<file path="src/rtl/layer_sequencer.sv">
// Per-layer one-hot enable sequencer with programmable per-layer cycle counts.
// Optional LAYER_ACK_EN macro adds a WAIT_ACK state gated by layer_ack.
module layer_sequencer #(
    parameter int LAYER_NO = 4,
    parameter int CNT_W    = 8,
    parameter int PASS_W   = 8,
    parameter int IDX_W    = (LAYER_NO > 1) ? $clog2(LAYER_NO) : 1
) (
    input  logic                      clk,
    input  logic                      rst,
    input  logic                      start,
    input  logic                      loop_en,
    input  logic                      hold,
    input  logic                      abort,
    input  logic [LAYER_NO*CNT_W-1:0] layer_cycles,
    input  logic [LAYER_NO-1:0]       layer_ack,
    output logic [LAYER_NO-1:0]       layer_en,
    output logic [IDX_W-1:0]          layer_idx,
    output logic                      busy,
    output logic                      done,
    output logic [PASS_W-1:0]         pass_cnt
);

`ifdef LAYER_ACK_EN
    typedef enum logic [1:0] {IDLE, RUN, WAIT_ACK} state_t;
`else
    typedef enum logic [1:0] {IDLE, RUN} state_t;
    logic unused_ack;
    assign unused_ack = ^layer_ack;
`endif

    state_t                    state, state_n;
    logic [IDX_W-1:0]          idx, idx_n;
    logic [CNT_W-1:0]          cnt, cnt_n;
    logic [PASS_W-1:0]         pass, pass_n;
    logic                      done_n;
    logic                      latch;
    logic [LAYER_NO*CNT_W-1:0] lens;
    logic [CNT_W-1:0]          len_raw, len_eff;
    logic                      last;

    // A programmed length of 0 still gives the layer one active cycle
    assign len_raw = lens[idx*CNT_W +: CNT_W];
    assign len_eff = (len_raw == '0) ? CNT_W'(1) : len_raw;
    assign last    = (cnt == len_eff - 1'b1);

    always_ff @(posedge clk) begin
        if (rst) begin
            state <= IDLE;
            idx   <= '0;
            cnt   <= '0;
            pass  <= '0;
            done  <= 1'b0;
            lens  <= '0;
        end else begin
            state <= state_n;
            idx   <= idx_n;
            cnt   <= cnt_n;
            pass  <= pass_n;
            done  <= done_n;
            if (latch) lens <= layer_cycles;
        end
    end

    always_comb begin
        state_n = state;
        idx_n   = idx;
        cnt_n   = cnt;
        pass_n  = pass;
        done_n  = 1'b0;
        latch   = 1'b0;
        unique case (state)
            IDLE: begin
                if (start) begin
                    state_n = RUN;
                    idx_n   = '0;
                    cnt_n   = '0;
                    pass_n  = '0;
                    latch   = 1'b1;
                end
            end
            default: begin
                if (abort) begin
                    state_n = IDLE;
                    idx_n   = '0;
                    cnt_n   = '0;
                end else if (!hold) begin
                    if (state == RUN) begin
                        cnt_n = cnt + 1'b1;
                    end
                    if ((state == RUN) && last) begin
                        cnt_n = '0;
                    end
`ifdef LAYER_ACK_EN
                    if ((state == RUN) && last) begin
                        state_n = WAIT_ACK;
                    end
                    if ((state == WAIT_ACK) && layer_ack[idx]) begin
`else
                    if ((state == RUN) && last) begin
`endif
                        state_n = RUN;
                        if (idx == IDX_W'(LAYER_NO - 1)) begin
                            pass_n = pass + 1'b1;
                            idx_n  = '0;
                            if (!loop_en) begin
                                state_n = IDLE;
                                done_n  = 1'b1;
                            end
                        end else begin
                            idx_n = idx + 1'b1;
                        end
                    end
                end
            end
        endcase
    end

    always_comb begin
        layer_en      = '0;
        layer_en[idx] = (state != IDLE);
    end

    assign busy      = (state != IDLE);
    assign layer_idx = idx;
    assign pass_cnt  = pass;

endmodule

</file>
<file path="config.mk">
export PLATFORM = sky130hd
export DESIGN_NAME = layer_sequencer
export DESIGN_NICKNAME = d
export VERILOG_FILES = /design/src/rtl/layer_sequencer.sv
export SDC_FILE = /design/constraint.sdc
export NUM_CORES = 1
export LEC_CHECK = 0
export CORE_ASPECT_RATIO = 0.8
export CORE_MARGIN = 10
export CORE_UTILIZATION = 43
export DETAILED_ROUTE_END_ITERATION = 6
export DONT_BUFFER_PORTS = 1
export PLACE_DENSITY = 0.6
export SYNTH_ARGS = -nofsm -noshare
export SYNTH_HDL_FRONTEND = slang
export SYNTH_SLANG_ARGS = --single-unit
</file>
<file path="constraint.sdc">
create_clock -name clk -period 7.5 [get_ports clk]
set_input_delay 0.75 -clock clk [delete_from_list [all_inputs] [get_ports clk]]
set_output_delay 0.75 -clock clk [all_outputs]
set_load 0.01 [all_outputs]
</file>
==> summary.md <==
| Metric | Value |
|---|---|
| Setup total negative slack | `0 ns` |
| DRC | `0` |
| First-pass GRT wire length | `9825 um` |
| Hold-fix buffers, CTS | `0` |
| Vias in the first global route | `1945` |
| Post-synth EDFFs | `0` |
| Initial DRC count | `43` |
| Min cycle time layout | `4.500 ns` |
| Flops & latches, synth | `52` |
| Final hold violation count | `0` |
| Max Slew Vio Count | `0` |
| Rel. slew slack | `22.31%` |
| Mapped Cells | `298` |
| Run status | `complete, no violations` |
| Initial antenna violation count | `0` |
| Pin count of the biggest net entering global routing | `38` |
| Asr flop ratio synth | `0%` |
| YS warnings | `0` |
| WS Path Type | `reg -> reg` |
| Clock transition at path regs | `0.10 ns` |
| Post-route ant nets | `0` |
| Clock buffer depth | `2` |
| Worst Path Required | `7.74 ns` |
| Min-delay worst type | `reg -> reg` |
| Final setup violation count | `0` |
| Num rows | `24` |
| Vias/cell | `5.305` |
| Ant diodes | `0` |
| Clk_lat worst skew | `0.31 ns` |
| RSZ-0062 raised after global routing | `no` |
| Avg Cell Area, Syn | `8.460 um2` |
| Crit path arrival time | `4.74 ns` |
| CTS resizes | `0` |
| Worst setup SP type | `register` |
| Core area | `5555 um2` |
| Pwr/cell area | `211.0 nW/um2` |
| Final hold slack | `0.4539 ns` |
| TritonCTS clock tree | `built` |
| Nets | `340` |
| All-Layer GR Usage | `12.91%` |
| Clock root buffer master | `clkbuf_8` |
| Max rail drop VDD | `84.80 uV` |
| Die ar. | `9345 um2` |
| First drt pass iteration count | `4` |
| P&R area growth vs syn | `6.501%` |
| Crit Path Max Fanout | `16` |
| Commonest non-fill, non-tap cell in the layout | `nand2_1` |
| Slew @ Worst Pin | `1.160 ns` |
| Post-route setup slack | `3.000 ns` |
| Hpwl dp | `4385 um` |
| Routed vias | `1963` |
| Final period utilization | `60.00%` |
| Mapped Area | `2521 um2` |
| Yosys cell types | `41` |
| Cell total after placement | `362` |
| Share of layout cells above drive strength 1 | `7.534%` |
| Clock Skews | `0.007212 ns` |
| Die Span X | `105.6 um` |
| CP Capture Type | `register` |
| Layout Cells excl Fill | `370` |
| Most frequent cells in the layout | `nand2_1 (75), dfxtp_1 (52), a21oi_1 (44)` |
| IO Port Bufs | `0` |
| Total wire length | `5933 um` |
| FILL cells | `542` |
| Pre-CTS setup slack | `2.955 ns` |
| Num CTS Buffers | `5` |
| Sequential area share after synthesis | `41.29%` |
| Die Y | `88.49 um` |
| Max Fclk | `0.2222 GHz` |
| Global placement routability congestion | `0.8724` |
| Initial Util | `45.38%` |
| Grt ovf | `0` |
| Maxcap violations | `0` |
| Total chip power | `0.0005665 W` |
| H-tree Lvls | `2` |
| Clk sinks | `52` |
| Io pins | `58` |
| Leak Pwr | `0.9600 nW` |
| Setup Fix Bufs, Post-CTS | `0` |
| Top FF cell, synth | `dfxtp_1` |
| Syn_nets | `347` |
| Per-cell routed wire length | `16.04 um` |
-- metrics by stage --
stage | area, um2 | utilization [%]
2_1_floorplan | 2521 | -
3_3_place_gp | 2564 | 46.15
3_5_place_dp | 2564 | 46.15
4_1_cts | 2685 | 48.33
5_1_grt | 2685 | 48.33
6_report | 2685 | 48.33
-- flip-flops by register name (all words and copies together), names as in the netlist --
name,count
layer_idx,2
lens,32
state,1
done,1
cnt,8
pass_cnt,8
-- worst max-delay path, cell delays in order (launching register included) --
cell	delay, ns
dfxtp_1	0.85
mux4_2	0.69
nor4_4	0.38
and3_1	0.25
nor2_2	0.06
ha_1	0.23
xnor2_1	0.15
a221oi_1	0.26
nand4_1	0.21
a2111oi_4	0.42
nand3_4	0.24
or4_1	0.55
a21oi_1	0.15
-- area by class of cell --
class | count | area, um2 | area share, %
Inverter | 12 | 45.04 | 1.678
Clock inverter | 2 | 38.79 | 1.445
Sequential cell | 52 | 1041 | 38.77
Clock buffer | 6 | 82.58 | 3.075
Multi-Input combinational cell | 219 | 1373 | 51.12
Tap cell | 78 | 97.59 | 3.635
Timing Repair Buffer | 1 | 7.507 | 0.2796
-- routing by layer --
layer	up-vias	wire length, um	GRT usage [%]
li1	1006	-	-
met1	903	2875	17.29
met2	47	2548	19.06
met3	7	460	5.229
met4	0	49	2.945
met5	-	0	0
-- where the power goes --
part	internal, W	switching [W]
Clock	0.000109	0.0000934
Combinational	0.0000268	0.0000417
Sequential	0.000287	0.00000808
-- path summary, 6_finish.rpt --
| check | depth (start not counted) | startpoint | end | slack (ns) |
|---|---|---|---|---|
| setup / recovery | 12 | layer_idx[0]$_SDFFE_PP0P_ | pass_cnt[5]$_SDFFE_PP0P_ | 3.00 |
| hold / removal | 2 | lens[22]$_SDFFE_PP0P_ | lens[22]$_SDFFE_PP0P_ | 0.45 |
| setup reg to reg | 12 | layer_idx[0]$_SDFFE_PP0P_ | pass_cnt[5]$_SDFFE_PP0P_ | 3.00 |
| hold reg to reg | 2 | lens[22]$_SDFFE_PP0P_ | lens[22]$_SDFFE_PP0P_ | 0.45 |
-- kinds of logic after synthesis --
| logic type | after synthesis | synth area share, % |
|---|---|---|
| adders and majority gates | 7 | 3.474 |
| and+or+nand+nor | 127 | 23.72 |
| muxes | 8 | 7.295 |
| AOI/OAI and AO/OA | 62 | 14.64 |
| DFF | 52 | 41.29 |
| xor gates and xnor gates | 15 | 5.211 |
| buffers and inverters | 27 | 4.367 |
-- Yosys cell counts (3+ instances only) --
cell type	number	area (um2)
nand2_1	75	281.5
dfxtp_1	52	1041
a21oi_1	44	220.2
nor2_1	14	52.55
inv_1	12	45.04
clkbuf_1	10	37.54
xor2_1	8	70.07
ha_1	7	87.58
mux4_2	7	157.7
o21ai_0	7	35.03
xnor2_1	7	61.31
nand3_1	6	30.03
or3_1	6	37.54
nand4_1	5	31.28
and2_1	4	25.02
and3_1	3	18.77
buf_1	3	11.26
Note: power is estimated with default switching activity, not from simulation.
